**src/rtl/seq_div16_if.sv**
```systemverilog
// seq_div16_if: request/result bundle for the 16/8 sequential divider.
//   master: drives start, dividend, divisor; observes busy, done, quotient, remainder, dbz
//   slave : the divider side of the same signals
interface seq_div16_if;
    logic        start;
    logic [15:0] dividend;
    logic [7:0]  divisor;
    logic        busy;
    logic        done;
    logic [15:0] quotient;
    logic [7:0]  remainder;
    logic        dbz;

    modport master (
        output start, dividend, divisor,
        input  busy, done, quotient, remainder, dbz
    );

    modport slave (
        input  start, dividend, divisor,
        output busy, done, quotient, remainder, dbz
    );
endinterface

```
**src/rtl/seq_div16.sv**
```systemverilog
// seq_div16: unsigned 16-bit by 8-bit restoring divider, one quotient bit per clock.
//   clk          : single clock, rising edge
//   rst          : synchronous active-high reset
//   bus.start    : request a division, honoured only in IDLE
//   bus.dividend : 16-bit numerator, captured on the accepting edge
//   bus.divisor  : 8-bit denominator, captured on the accepting edge
//   bus.busy     : high in RUN and DONE
//   bus.done     : one-cycle pulse, results valid while high
//   bus.quotient : 16-bit quotient (16'hFFFF on divide-by-zero)
//   bus.remainder: 8-bit remainder (dividend[7:0] on divide-by-zero)
//   bus.dbz      : divide-by-zero flag of the last completed operation
module seq_div16 (
    input  logic        clk,
    input  logic        rst,
    seq_div16_if.slave  bus
);

    typedef enum logic [1:0] {StIdle, StRun, StDone} state_e;

    state_e      state_q;
    logic [15:0] a_q;      // dividend bits still to shift out; quotient bits shift in at LSB
    logic [7:0]  b_q;
    logic [8:0]  p_q;      // partial remainder, one bit wider than the divisor
    logic [4:0]  cnt_q;
    logic        zero_q;   // captured divisor was zero

    logic        busy_q;
    logic        done_q;
    logic [15:0] quo_q;
    logic [7:0]  rem_q;
    logic        dbz_q;

    // One restoring step.
    logic [8:0]  p_shift;
    logic        ge;
    logic [8:0]  p_next;
    logic [15:0] a_next;

    always_comb begin
        p_shift = {p_q[7:0], a_q[15]};
        ge      = (p_shift >= {1'b0, b_q});
        p_next  = ge ? (p_shift - {1'b0, b_q}) : p_shift;
        a_next  = {a_q[14:0], ge};
    end

    always_ff @(posedge clk) begin
        if (rst) begin
            state_q <= StIdle;
            a_q     <= '0;
            b_q     <= '0;
            p_q     <= '0;
            cnt_q   <= '0;
            zero_q  <= 1'b0;
            busy_q  <= 1'b0;
            done_q  <= 1'b0;
            quo_q   <= '0;
            rem_q   <= '0;
            dbz_q   <= 1'b0;
        end else begin
            unique case (state_q)
                StIdle: begin
                    done_q <= 1'b0;
                    if (bus.start) begin
                        a_q     <= bus.dividend;
                        b_q     <= bus.divisor;
                        p_q     <= '0;
                        cnt_q   <= '0;
                        zero_q  <= (bus.divisor == 8'd0);
                        busy_q  <= 1'b1;
                        state_q <= StRun;
                    end
                end
                StRun: begin
                    if (zero_q) begin
                        // Zero divisor skips the iterations: DONE after a single RUN edge.
                        quo_q   <= 16'hFFFF;
                        rem_q   <= a_q[7:0];
                        dbz_q   <= 1'b1;
                        done_q  <= 1'b1;
                        state_q <= StDone;
                    end else begin
                        p_q   <= p_next;
                        a_q   <= a_next;
                        cnt_q <= cnt_q + 5'd1;
                        if (cnt_q == 5'd15) begin
                            // Results become visible only here, never mid-iteration.
                            quo_q   <= a_next;
                            rem_q   <= p_next[7:0];
                            dbz_q   <= 1'b0;
                            done_q  <= 1'b1;
                            state_q <= StDone;
                        end
                    end
                end
                StDone: begin
                    done_q  <= 1'b0;
                    busy_q  <= 1'b0;
                    state_q <= StIdle;
                end
                default: begin
                    done_q  <= 1'b0;
                    busy_q  <= 1'b0;
                    state_q <= StIdle;
                end
            endcase
        end
    end

    assign bus.busy      = busy_q;
    assign bus.done      = done_q;
    assign bus.quotient  = quo_q;
    assign bus.remainder = rem_q;
    assign bus.dbz       = dbz_q;

endmodule

```
**src/flat_wrapper.sv**
```systemverilog
// flat-port wrapper written by rule: the top's interface ports become plain ports
module seq_div16_flat 
  (clk, rst, bus_start, bus_dividend, bus_divisor, bus_busy, bus_done, bus_quotient, bus_remainder, bus_dbz);
  seq_div16_if bus_i ();
  input  logic clk;
  input  logic rst;
  input wire logic [$bits(bus_i.start)-1:0] bus_start;
  input wire logic [$bits(bus_i.dividend)-1:0] bus_dividend;
  input wire logic [$bits(bus_i.divisor)-1:0] bus_divisor;
  output wire logic [$bits(bus_i.busy)-1:0] bus_busy;
  output wire logic [$bits(bus_i.done)-1:0] bus_done;
  output wire logic [$bits(bus_i.quotient)-1:0] bus_quotient;
  output wire logic [$bits(bus_i.remainder)-1:0] bus_remainder;
  output wire logic [$bits(bus_i.dbz)-1:0] bus_dbz;
  assign bus_i.start = bus_start;
  assign bus_i.dividend = bus_dividend;
  assign bus_i.divisor = bus_divisor;
  assign bus_busy = bus_i.busy;
  assign bus_done = bus_i.done;
  assign bus_quotient = bus_i.quotient;
  assign bus_remainder = bus_i.remainder;
  assign bus_dbz = bus_i.dbz;
  seq_div16 u_core (.clk(clk), .rst(rst), .bus(bus_i));
endmodule
```
**config.mk**
```make
export PLATFORM = sky130hd
export DESIGN_NAME = seq_div16_flat
export DESIGN_NICKNAME = d
export VERILOG_FILES = /design/src/rtl/seq_div16_if.sv /design/src/rtl/seq_div16.sv /design/src/flat_wrapper.sv
export SDC_FILE = /design/constraint.sdc
export NUM_CORES = 1
export LEC_CHECK = 0
export BUFFER_PORTS_ARGS = -buffer_cell sky130_fd_sc_hd__buf_2
export CAP_MARGIN = 20
export CORE_ASPECT_RATIO = 0.5
export CORE_MARGIN = 2
export CORE_UTILIZATION = 45
export DETAILED_ROUTE_END_ITERATION = 8
export PLACE_DENSITY = 0.66
export SYNTH_ARGS = -nofsm -noshare
export SYNTH_HDL_FRONTEND = slang
export SYNTH_SLANG_ARGS = --single-unit
```
**constraint.sdc**
```tcl
create_clock -name clk -period 4.7 [get_ports clk]
set_clock_uncertainty 0.05 [all_clocks]
set_input_delay 0.705 -clock clk [delete_from_list [all_inputs] [get_ports clk]]
set_output_delay 0.705 -clock clk [all_outputs]
set_load 0.02 [all_outputs]
```
==> results.sh <==
export IMPL_status="complete, no violations"
export IMPL_multi_input_area_mm2=0.001846
export IMPL_grt_pass1_vias=2919
export IMPL_path_clk_slew_ns=0.05
export IMPL_pwr_share_clk=0.416
export IMPL_synth_area_mm2=0.003383
export IMPL_total_power_mw=1.932
export IMPL_finalCritPeriodShare=0.5704
export IMPL_cts_buffers=9
export IMPL_finalWirelength_um=8729
export IMPL_p_sw_uw=591.1
export IMPL_antenna_cells=0
export IMPL_worst_pin_slew_ns=1.060
export IMPL_fin_util=0.5496
export IMPL_setup_violations=0
export IMPL_firstDrtPassIters=4
export IMPL_worstPathArrival_ns=2.81
export IMPL_path_max_fanout=29
export IMPL_sw_frac_of_total=0.3059
export IMPL_seqCellArea_mm2=0.001341
export IMPL_fin_nets=494
export IMPL_maxCapViolations=0
export IMPL_rows=22
export IMPL_sequentialPowerShare=0.330
export IMPL_synthArstFlopShare=0
export IMPL_ys_warn_count=0
export IMPL_postRouteAntennaNets=0
export IMPL_hold_viol_final=0
export IMPL_clk_latency_ns=0.33
export IMPL_io_pins=54
export IMPL_crit_path_top_delay_cell="dfxtp_1"
export IMPL_root_buffer="clkbuf_16"
export IMPL_slew_headroom=0.2926
export IMPL_fin_crit_ns=2.681
export IMPL_coreArea_mm2=0.007295
export IMPL_grt_max_degree=38
export IMPL_clk_path_buf_depth=2
export IMPL_grt_overflow=0
export IMPL_pwr_share_comb=0.253
export IMPL_leakagePower_nw=1.569
export IMPL_path_common_cell="nand2_1"
export IMPL_cts_htree_levels=3
export IMPL_nFillCells=710
export IMPL_start_util=0.4638
export IMPL_critPathCaptureType="flip-flop"
export IMPL_die_h_um=65.31
export IMPL_worstPathCellList="inv_1 > nand2_1 > nand2_1 > nor2_1 > a311oi_1"
export IMPL_maxSlewViolCount=0
export IMPL_synth_nets=458
export IMPL_grt_antenna_before_repair=0
export IMPL_rsz0062_at_grt="no"
export IMPL_routedWlPerCell_um=15.67
export IMPL_r2r_worst_path_cells=5
export IMPL_cts_tree="done"
export IMPL_drt_vias_per_instance=5.745
export IMPL_drtIter0Drc=211
export IMPL_grt_pass1_wl_um=14630
export IMPL_track_usage=0.2244
export IMPL_ys_seq_elements=67
export IMPL_cts_resized=0
export IMPL_ir_drop_v=0.0001988
export IMPL_holdPathStages=2
export IMPL_max_freq_mhz=373.0
export IMPL_ys_types=54
export IMPL_clock_sinks=67
export IMPL_crit_cells=5
export IMPL_power_density_mw_per_mm2=481.9
export IMPL_route_detailed_drc=0
export IMPL_setup_tns_ns=0
export IMPL_hp_class="flip-flop to flip-flop"
export IMPL_postCtsSetupBuffers=0
export IMPL_syn_avg_cell_area_um2=8.055
export IMPL_crit_required_ns=4.82
export IMPL_synth_enable_flop_cells=0
export IMPL_routabilityCongestion=0.7904
export IMPL_syn2layout_area_growth_pct=18.49
export IMPL_ctsHoldBuffers=0
export IMPL_drive_gt1_frac=0.1757
export IMPL_die_area_mm2=0.008270
export IMPL_die_x_um=126.6
export IMPL_critPathLaunchType="flip-flop"
export IMPL_netlist_instances=420
export IMPL_cp_top_family="flip-flops"
export IMPL_critPathMaxStageDelay_ns=1.01
export IMPL_portBuffers=53
export IMPL_critPathBufInv=1
export IMPL_p_int_mw=1.341
export IMPL_via_count=3200
export IMPL_seq_area_frac_synth=0.3964
export IMPL_dp_hpwl_um=6143
export IMPL_synthFlopType="dfxtp_1"
export IMPL_criticalPathCategory="flip-flop to flip-flop"
==> cells in the final DEF, fill, tap and decap left out, drive strengths merged, types with 5 or more instances in the layout <==
cell type  instances
dfxtp             67
nand2             58
buf               55
nor2              43
a21oi             34
nor3              28
inv               16
a211oi            16
a311oi            12
o21ai             12
clkbuf            12
ha                10
o22ai              9
nand2b             7
a22oi              7
nand3              6
or3                6
and2               5
nor4               5
a31oi              5
==> registers in the layout (all words and copies together) (netlist names) <==
name,cells
u_core.bus.done,1
u_core.cnt_q,5
u_core.bus.dbz,1
u_core.bus.busy,1
u_core.bus.quotient,16
u_core.a_q,16
u_core.zero_q,1
u_core.b_q,8
u_core.bus.remainder,8
u_core.p_q,8
u_core.state_q,2
==> cells in the mapped netlist (all sizes together), types with 2 or more instances <==
library cell	instances	area share
nor2b	3	0.0055
dfxtp	67	0.40
clkbuf	15	0.017
nand3b	3	0.0067
a311oi	12	0.031
xor2	4	0.010
a21oi	34	0.050
buf	15	0.024
nand3	6	0.0089
a31oi	5	0.014
ha	10	0.037
nor2	43	0.049
a211oi	16	0.036
o2111ai	2	0.0052
o21ai	12	0.018
nor3	28	0.043
o22ai	9	0.017
or3	6	0.011
a2111oi	2	0.0089
inv	16	0.018
nand2b	7	0.013
o31ai	3	0.0067
o41ai	2	0.0052
a32o	2	0.0059
o211ai	3	0.0067
nor4	5	0.0092
and2	5	0.0092
a22oi	7	0.016
xnor2	2	0.0052
nand2	58	0.064
nand4	2	0.0037
nor3b	3	0.011
==> routing by layer <==
layer	vias to the layer above	GRT usage	wire (µm)
met5	-	0	0
met4	0	0.06593	139
met3	16	0.06596	607
met2	109	0.3162	3613
met1	1479	0.3288	4370
li1	1596	-	-
==> power groups by stage <==
| stage | Sequential, mW | Combinational [mW] | Clock, mW |
|---|---|---|---|
| 6_report | 0.638 | 0.490 | 0.804 |
| 2_1_floorplan | 0.637 | 0.398 | 0 |
| 4_1_cts | 0.638 | 0.484 | 0.809 |
| 3_3_place_gp | 0.649 | 0.476 | 0 |
| 3_5_place_dp | 0.650 | 0.479 | 0 |
| 5_1_grt | 0.643 | 0.545 | 0.835 |
==> layout make-up <==
type,count,area share
clock buffers,12,0.06648
inverters,16,0.01498
repair buffers,55,0.06991
well taps,96,0.02996
multi-input cells,307,0.4604
flip-flops and latches,67,0.3346
clock inverters,4,0.02372
==> kinds of logic after synthesis <==
family                   Yosys count  synth area share
adder cells (fa/ha/maj)           11           0.04290
multiplexers                       1          0.002959
buffers and inverters             46           0.05880
XOR/XNOR                           6           0.01553
AND/OR/NAND/NOR                  175            0.2493
AO/OA/AOI/OAI                    114            0.2341
flip-flops                        67            0.3965
==> tightest hold or removal path: cells and delay by family, from the launching register on <==
kind             cells  cell delay, ns
AO/OA/AOI/OAI        1            0.05
AND/OR/NAND/NOR      1            0.05
flip-flops           1            0.30
==> final timing paths <==
kind / from / slack [ns] / end
setup / recovery: u_core.zero_q$_SDFFE_PP0P_ / 2.02 / u_core.a_q[4]$_SDFFE_PP0P_
hold / removal: u_core.b_q[2]$_SDFFE_PP0P_ / 0.40 / u_core.b_q[2]$_SDFFE_PP0P_
setup reg to reg: u_core.zero_q$_SDFFE_PP0P_ / 2.02 / u_core.a_q[4]$_SDFFE_PP0P_
hold reg to reg: u_core.b_q[2]$_SDFFE_PP0P_ / 0.40 / u_core.b_q[2]$_SDFFE_PP0P_
==> per-stage QoR <==
| stage | instance area [µm²] | setup WS (ns) | hold WS [ns] | std cells |
|---|---|---|---|---|
| floorplan | 3383 | 2.647 | 0.3863 | 420 |
| detailed placement | 3647 | 2.058 | 0.4008 | 541 |
| global placement | 3647 | 2.101 | 0.3956 | 541 |
| CTS | 4009 | 2.036 | 0.4079 | 557 |
| global route | 4009 | 1.710 | 0.4383 | 557 |
| finish | 4009 | 2.019 | 0.4035 | 557 |
Note: power is estimated with default switching activity, not from simulation.
